[config.mk]
export PLATFORM = sky130hd
export DESIGN_NAME = enemy_wave_scheduler
export DESIGN_NICKNAME = d
export VERILOG_FILES = /design/src/rtl/enemy_pkg.sv /design/src/rtl/rr_slot_arbiter.sv /design/src/rtl/enemy_wave_scheduler.sv
export SDC_FILE = /design/constraint.sdc
export NUM_CORES = 1
export LEC_CHECK = 0
export BUFFER_PORTS_ARGS = -buffer_cell sky130_fd_sc_hd__buf_2
export CORE_AREA = 2 2 97 99
export CTS_CLUSTER_DIAMETER = 120
export DETAILED_ROUTE_END_ITERATION = 10
export DIE_AREA = 0 0 99 101
export PLACE_DENSITY_LB_ADDON = 0.05
export SLEW_MARGIN = 5
export SYNTH_ARGS = -nofsm -noshare
export SYNTH_HDL_FRONTEND = slang
export SYNTH_SLANG_ARGS = --single-unit
[constraint.sdc]
create_clock -name clk -period 5 [get_ports clk]
set_clock_uncertainty 0.15 [all_clocks]
set_input_delay 0 -clock clk [delete_from_list [all_inputs] [get_ports clk]]
set_output_delay 0 -clock clk [all_outputs]
set_load 0.1 [all_outputs]
[src/rtl/enemy_pkg.sv]
// Shared state encoding, spawn types and type-selection helpers for the enemy wave scheduler.
// Build option SPAWN_LFSR_EN adds the LFSR seed, taps and random type mapping.
package enemy_pkg;

  localparam int unsigned STATE_W = 5;
  localparam int unsigned TYPE_W  = 2;
  localparam int unsigned WAVE_W  = 4;

  typedef enum logic [STATE_W-1:0] {
    QIdle     = 5'b00001,
    QCooldown = 5'b00010,
    QSpawn    = 5'b00100,
    QWaveWait = 5'b01000,
    QWaveGap  = 5'b10000
  } state_t;

  localparam logic [TYPE_W-1:0] TYPE_NONE  = 2'b00;
  localparam logic [TYPE_W-1:0] TYPE_BASIC = 2'b01;
  localparam logic [TYPE_W-1:0] TYPE_MID   = 2'b10;
  localparam logic [TYPE_W-1:0] TYPE_BOSS  = 2'b11;

  localparam logic [WAVE_W-1:0] WAVE_MAX = 4'd15;

  // Fixed pattern: boss closes every wave from wave 2 on, odd spawns are mid from wave 1 on.
  function automatic logic [TYPE_W-1:0] det_type(input logic [WAVE_W-1:0] wave,
                                                 input logic k_odd,
                                                 input logic k_last);
    if (wave >= 4'd2 && k_last) return TYPE_BOSS;
    if (wave >= 4'd1 && k_odd) return TYPE_MID;
    return TYPE_BASIC;
  endfunction

`ifdef SPAWN_LFSR_EN
  localparam int unsigned LFSR_W = 8;
  localparam logic [LFSR_W-1:0] LFSR_SEED = 8'hA5;
  // Taps 8,6,5,4 expressed as bit positions 7,5,4,3.
  localparam logic [LFSR_W-1:0] LFSR_TAPS = 8'b1011_1000;

  function automatic logic [TYPE_W-1:0] lfsr_type(input logic [2:0] sel,
                                                  input logic [WAVE_W-1:0] wave);
    if (sel == 3'd7) begin
      if (wave >= 4'd2) return TYPE_BOSS;
      if (wave >= 4'd1) return TYPE_MID;
      return TYPE_BASIC;
    end
    if (sel >= 3'd5 && wave >= 4'd1) return TYPE_MID;
    return TYPE_BASIC;
  endfunction
`endif

endpackage

[src/rtl/rr_slot_arbiter.sv]
// Combinational round-robin picker: first requesting slot at or after ptr, wrapping,
// plus the pointer to resume from after that grant.
module rr_slot_arbiter #(
  parameter int unsigned NUM_SLOTS = 4,
  parameter int unsigned PTR_W     = $clog2(NUM_SLOTS)
) (
  input  logic [NUM_SLOTS-1:0] req,
  input  logic [PTR_W-1:0]     ptr,
  output logic [NUM_SLOTS-1:0] grant,
  output logic [PTR_W-1:0]     next_ptr
);

  logic              found;
  logic [PTR_W-1:0]  idx;
  int unsigned       sum;

  always_comb begin
    grant    = '0;
    next_ptr = ptr;
    found    = 1'b0;
    idx      = '0;
    sum      = 0;
    for (int unsigned k = 0; k < NUM_SLOTS; k++) begin
      sum = 32'(ptr) + k;
      if (sum >= NUM_SLOTS) sum = sum - NUM_SLOTS;
      idx = PTR_W'(sum);
      if (!found && req[idx]) begin
        found      = 1'b1;
        grant[idx] = 1'b1;
        next_ptr   = (sum == NUM_SLOTS - 1) ? '0 : PTR_W'(sum + 1);
      end
    end
  end

endmodule

[src/rtl/enemy_wave_scheduler.sv]
// Enemy slot sequencer: paces spawns per wave, grants slots round-robin, and emits move/damage strobes.
// Define SPAWN_LFSR_EN to pick spawn types from an 8-bit LFSR instead of the fixed pattern.
module enemy_wave_scheduler
  import enemy_pkg::*;
#(
  parameter int unsigned NUM_SLOTS      = 4,
  parameter int unsigned SPAWN_COOLDOWN = 8,
  parameter int unsigned MOVE_DIV       = 4,
  parameter int unsigned WAVE_LEN       = 3,
  parameter int unsigned WAVE_GAP       = 16
) (
  input  logic                 clk,
  input  logic                 reset,
  input  logic                 enable,
  input  logic [NUM_SLOTS-1:0] slotDead,
  output logic [NUM_SLOTS-1:0] canSpawn,
  output logic [TYPE_W-1:0]    spawnType,
  output logic                 moveSCEN,
  output logic                 damageSCEN,
  output logic [WAVE_W-1:0]    waveNum,
  output logic                 waveDone
);

  localparam int unsigned PTR_W   = $clog2(NUM_SLOTS);
  localparam int unsigned DIV_W   = $clog2(MOVE_DIV);
  localparam int unsigned CNT_MAX = (SPAWN_COOLDOWN > WAVE_GAP) ? SPAWN_COOLDOWN : WAVE_GAP;
  localparam int unsigned CNT_W   = $clog2(CNT_MAX);
  localparam int unsigned SPAWN_W = 4;

  localparam logic [CNT_W-1:0]   COOL_LOAD  = CNT_W'(SPAWN_COOLDOWN - 1);
  localparam logic [CNT_W-1:0]   GAP_LOAD   = CNT_W'(WAVE_GAP - 1);
  localparam logic [SPAWN_W-1:0] LAST_K     = SPAWN_W'(WAVE_LEN - 1);
  localparam logic [SPAWN_W-1:0] WAVE_COUNT = SPAWN_W'(WAVE_LEN);
  localparam logic [DIV_W-1:0]   DIV_LAST   = DIV_W'(MOVE_DIV - 1);

  state_t                state, state_d;
  logic [CNT_W-1:0]      cnt, cnt_d;
  logic [SPAWN_W-1:0]    spawn_cnt, spawn_cnt_d;
  logic [NUM_SLOTS-1:0]  pending, pending_d;
  logic [PTR_W-1:0]      ptr, ptr_d, arb_ptr;
  logic [NUM_SLOTS-1:0]  eligible, arb_grant;
  logic [NUM_SLOTS-1:0]  can_spawn_d;
  logic [TYPE_W-1:0]     type_d, next_type;
  logic [WAVE_W-1:0]     wave_d;
  logic                  done_d;
  logic [DIV_W-1:0]      div, div_nxt;

  // A slot just granted keeps reporting dead briefly; pending masks it until it comes alive.
  assign eligible = slotDead & ~pending;

  rr_slot_arbiter #(
    .NUM_SLOTS (NUM_SLOTS),
    .PTR_W     (PTR_W)
  ) u_arb (
    .req      (eligible),
    .ptr      (ptr),
    .grant    (arb_grant),
    .next_ptr (arb_ptr)
  );

`ifdef SPAWN_LFSR_EN
  logic [LFSR_W-1:0] lfsr;

  always_ff @(posedge clk or posedge reset) begin
    if (reset) begin
      lfsr <= LFSR_SEED;
    end else if (enable) begin
      lfsr <= {lfsr[LFSR_W-2:0], ^(lfsr & LFSR_TAPS)};
    end
  end

  assign next_type = lfsr_type(lfsr[2:0], waveNum);
`else
  assign next_type = det_type(waveNum, spawn_cnt[0], spawn_cnt == LAST_K);
`endif

  // Next-state and next-output logic; enable low holds everything and idles the pulses.
  always_comb begin
    state_d     = state;
    cnt_d       = cnt;
    spawn_cnt_d = spawn_cnt;
    ptr_d       = ptr;
    wave_d      = waveNum;
    pending_d   = pending;
    can_spawn_d = '0;
    type_d      = TYPE_NONE;
    done_d      = 1'b0;
    if (enable) begin
      pending_d = pending & slotDead;
      case (state)
        QIdle: begin
          state_d = QCooldown;
          cnt_d   = COOL_LOAD;
        end
        QCooldown: begin
          if (cnt == '0) state_d = QSpawn;
          else           cnt_d   = cnt - CNT_W'(1);
        end
        QSpawn: begin
          if (|arb_grant) begin
            can_spawn_d = arb_grant;
            type_d      = next_type;
            pending_d   = pending_d | arb_grant;
            ptr_d       = arb_ptr;
            spawn_cnt_d = spawn_cnt + SPAWN_W'(1);
            if (spawn_cnt_d == WAVE_COUNT) begin
              state_d = QWaveWait;
            end else begin
              state_d = QCooldown;
              cnt_d   = COOL_LOAD;
            end
          end
        end
        QWaveWait: begin
          if ((&slotDead) && (pending == '0)) begin
            done_d      = 1'b1;
            wave_d      = (waveNum == WAVE_MAX) ? waveNum : waveNum + WAVE_W'(1);
            spawn_cnt_d = '0;
            state_d     = QWaveGap;
            cnt_d       = GAP_LOAD;
          end
        end
        QWaveGap: begin
          if (cnt == '0) begin
            state_d = QCooldown;
            cnt_d   = COOL_LOAD;
          end else begin
            cnt_d = cnt - CNT_W'(1);
          end
        end
        default: state_d = QIdle;
      endcase
    end
  end

  always_ff @(posedge clk or posedge reset) begin
    if (reset) begin
      state     <= QIdle;
      cnt       <= '0;
      spawn_cnt <= '0;
      pending   <= '0;
      ptr       <= '0;
      canSpawn  <= '0;
      spawnType <= TYPE_NONE;
      waveNum   <= '0;
      waveDone  <= 1'b0;
    end else begin
      state     <= state_d;
      cnt       <= cnt_d;
      spawn_cnt <= spawn_cnt_d;
      pending   <= pending_d;
      ptr       <= ptr_d;
      canSpawn  <= can_spawn_d;
      spawnType <= type_d;
      waveNum   <= wave_d;
      waveDone  <= done_d;
    end
  end

  // Free-running strobe divider; damage trails move by one cycle even across a freeze.
  assign div_nxt = (div == DIV_LAST) ? '0 : div + DIV_W'(1);

  always_ff @(posedge clk or posedge reset) begin
    if (reset) begin
      div        <= '0;
      moveSCEN   <= 1'b0;
      damageSCEN <= 1'b0;
    end else begin
      damageSCEN <= moveSCEN;
      if (enable) begin
        div      <= div_nxt;
        moveSCEN <= (div_nxt == DIV_LAST);
      end else begin
        moveSCEN <= 1'b0;
      end
    end
  end

endmodule

==> run summary <==
In this run the register-to-register setup slack is 1.34 ns. The congestion estimate from routability-driven global placement came to 0.769. The logs give 2 for the buffer levels on the longest clock path and 0.000213 V for the largest voltage drop on the vdd net. Once the floorplan was initialized, standard cells occupied 24.1% of the core. The first global-routing pass estimated 9.13 mm of wire.

The share of flip-flops with an asynchronous set or reset came out at 100%. The net count of the mapped netlist came out at 251. The endpoint of the most critical register-to-register path was ptr[1]. In the synthesized netlist the dominant register cell turns out to be dfrtp_1.

The clock network accounts for 15.2% of the total power. For the worst-skew pair, the clock arrives at the later sink with an insertion delay of 0.29 ns. Yosys printed 0 warnings. The synthesized cell area is 2170 um^2, and the number of cells on the worst reg-to-reg path is 8.

For the number of antenna-violating nets in the routed design, the log shows 0. The class of the tightest hold or removal check was input port to async pin. After synthesis, the cell types taking the most area are dfrtp_1 38%, ha_1 9.2%, nand2_1 3.3%, mux4_2 3.1%, and2_1 2.9%.

Post-CTS setup buffer count: 0. In this run the power density over the cells is 571 nW/um^2. The run gives 0 as the number of max-slew violations in the final report.

Entering global routing, the biggest net connects 35 pins. The count of different cell masters after synthesis was 46. The worst path in the final design needs a cycle of 3.66 ns, including I/O delays and setup. Cell internal power was estimated by the tool at 0.768 mW. The cell count after synthesis came out at 228. The critical path is of the flip-flop to flip-flop type. Clock tree synthesis inserted a total of 5 buffers.

Summing over every cut layer, the via total after detailed routing is 1,736. Summing all placed instances gives a cell area of 2390 um^2. The H-tree depth reported by CTS was 2. The logs give 0 for the number of max-capacitance violations reported and 30.4% for the sequential power share. The synthesized design contains 34 register bits. TritonCTS built the clock tree. For the worst setup path, the data required time is 5.02 ns. In this run the tightest slew margin relative to its limit is 44.6%. Of the cells placed in the final design, the portion with a size suffix greater than 1 is 14.8%. The clock drives 34 sinks. Setup repair after global routing left no endpoint under its margin. Once the clock tree was built, the resizer swapped 0 gates to a different size. Summed over its instances, the top area cell type makes up 38.1% of the synthesized netlist area. The area of all placed cells without fillers is 2540 um^2, and the initial antenna violation count is 0. For the sequential share of the synthesized area, the log shows 39.3%.

Dominant cell by count in the synthesized netlist: dfrtp_1. The part of the power in combinational logic is 54.4%, and the leftover overflow at the end of global routing is 0. In this run the standard cell core region covers 8980 um^2. Clock-pin slew was measured on the worst setup and hold paths at 0.08 ns. The measured slew at the worst slew-check pin is 0.825 ns.

Summed over all instances, the cell type with the most area after synthesis is dfrtp_1. The final setup TNS is 0 ns, and the die height is 101 um. The number of primary I/O pins came out at 20. After synthesis, the most frequently instantiated cells are 33 x dfrtp_1, 19 x nand2_1, 16 x ha_1, 16 x inv_1, 14 x nor2_1. STA classifies the critical path endpoint as a flip-flop.

For the net switching component of the power, the log shows 0.683 mW. The tree is rooted in a clkbuf_8. The flow ran to the end, and the final reports show no timing, DRC or antenna violations. After the last flow step, the layout net total stands at 279. The largest fanout of any net on the critical path is 8, and the area growth from synthesis to layout is 17.4%. The average instance area after synthesis is 9.50 um^2. The number of antenna cells inserted was 0. The run gives 11.4% as the all-layer global routing usage. Via count of the first global-routing pass: 1,841.

The tools report the length of the first detailed-routing pass in iterations as 6. The maximum clock frequency is 273 MHz, and the number of port buffers is 19. The post-detailed-route via-to-cell ratio is 4.72.

The starting DRC count in detailed routing was 74. After detailed routing, the average wire length per cell comes to 14.3 um. Launching element type of the critical path: a flip-flop.

The number of failing setup endpoints in the final timing report was 0. The wire-length estimate of the detail-placed layout is 3.82 mm. Data arrives at the worst endpoint at 3.68 ns.

For this design the static power due to leakage is 1.19 nW. The floorplan step defined a die boundary enclosing 10000 um^2. The die is 99 um wide.

The number of cell rows is 35, and the number of endpoints with negative hold slack in the final report is 0. Total length of routed wires: 5.28 mm. Net switching is 47.1% of the power.

In this run the critical register-to-register path is launched from ptr[0]. Dividing the final minimum period by the clock period gives 73.2%. The DRC violations left is 0. Yosys mapped a number of flops with a built-in enable equal to 0.
==> through the flow <==
step                      setup slack (ns)  hold slack (ns)  total power, mW  util [%]  cells
final                                 1.34            0.214             1.45      28.3    368
after floorplan                       1.52         -0.00914             1.07         -    228
after global placement                1.35          -0.0135             1.26      26.6    354
after global routing                  1.11            0.247             1.59      28.3    368
after detailed placement              1.29         -0.00530             1.23      26.6    354
after CTS                             1.30            0.221             1.47      28.3    368
==> registers in the layout (all words and copies together) (netlist names), 2 cells and up <==
name / count
canSpawn: 4
cnt: 4
div: 2
pending: 4
ptr: 2
spawnType: 2
spawn_cnt: 4
state: 5
waveNum: 4
==> worst max-delay path by stage <==
stage          slack (ns)   start  cells after the start      to
3_3_place_gp         1.35  ptr[0]                      8  ptr[1]
4_1_cts              1.30  ptr[0]                      8  ptr[1]
3_5_place_dp         1.29  ptr[0]                      8  ptr[1]
6_report             1.34  ptr[0]                      8  ptr[1]
2_1_floorplan        1.52  ptr[0]                     10  ptr[1]
5_1_grt              1.11  ptr[0]                      8  ptr[1]
==> power groups by stage <==
| stage | clock network, mW | registers (mW) | logic [mW] |
|---|---|---|---|
| after floorplan | 0 | 0.509 | 0.560 |
| after global placement | 0 | 0.452 | 0.807 |
| after detailed placement | 0 | 0.448 | 0.787 |
| after CTS | 0.232 | 0.442 | 0.796 |
| after global routing | 0.245 | 0.460 | 0.886 |
| final | 0.221 | 0.441 | 0.789 |
==> what timing repair did <==
action | 4_1_cts | 5_1_grt
hold buffers | 6 | 0
endpoints found under the setup margin | 0 | 0
endpoints found under the hold margin | 42 | 0
==> cell families after synthesis <==
group	Yosys count	share of synthesized area [%]
AOI/OAI and AO/OA	53	17.2
and+or+nand+nor	89	22.0
DFF	34	39.3
adders and majority gates	16	9.24
xor gates and xnor gates	6	2.43
buffers and inverters	21	3.70
muxes	9	6.18
==> cells in the final DEF (no fill, tap or decap), types with 8 or more instances in the layout <==
cell      Yosys  routed
buf_2         1      19
inv_1        16      16
dfrtp_1      33      33
nand2b_1      9       9
and2_1       10      10
nand3_1       9       9
ha_1         16      16
nor3_1        8       8
nand2_1      19      19
a21oi_1      11      11
nor2_1       14      14
==> metal layers <==
layer	GRT usage [%]	part of all wire (%)
met1	15.4	49
met2	18.3	47
met3	2.22	3.0
met4	3.90	1.1
met5	0	0
==> cell type report <==
cell class / instances / area, um^2
Clock inverter: 2 / 12.5
Inverter: 16 / 60.1
Tap cell: 111 / 139
Timing Repair Buffer: 26 / 163
Fill cell: 936 / 6430
Multi-Input combinational cell: 173 / 1230
Clock buffer: 6 / 82.6
Sequential cell: 34 / 852
==> worst max-delay path, cell delays in order (launching register included) <==
cell and delay, ns:
dfrtp_1 0.48, inv_1 0.21, ha_1 0.45, mux4_2 0.56
and2_1 0.24, a221o_1 0.43, nor4_4 0.55, nor2_2 0.16
mux2_4 0.32
Note: power is estimated with default switching activity, not from simulation.
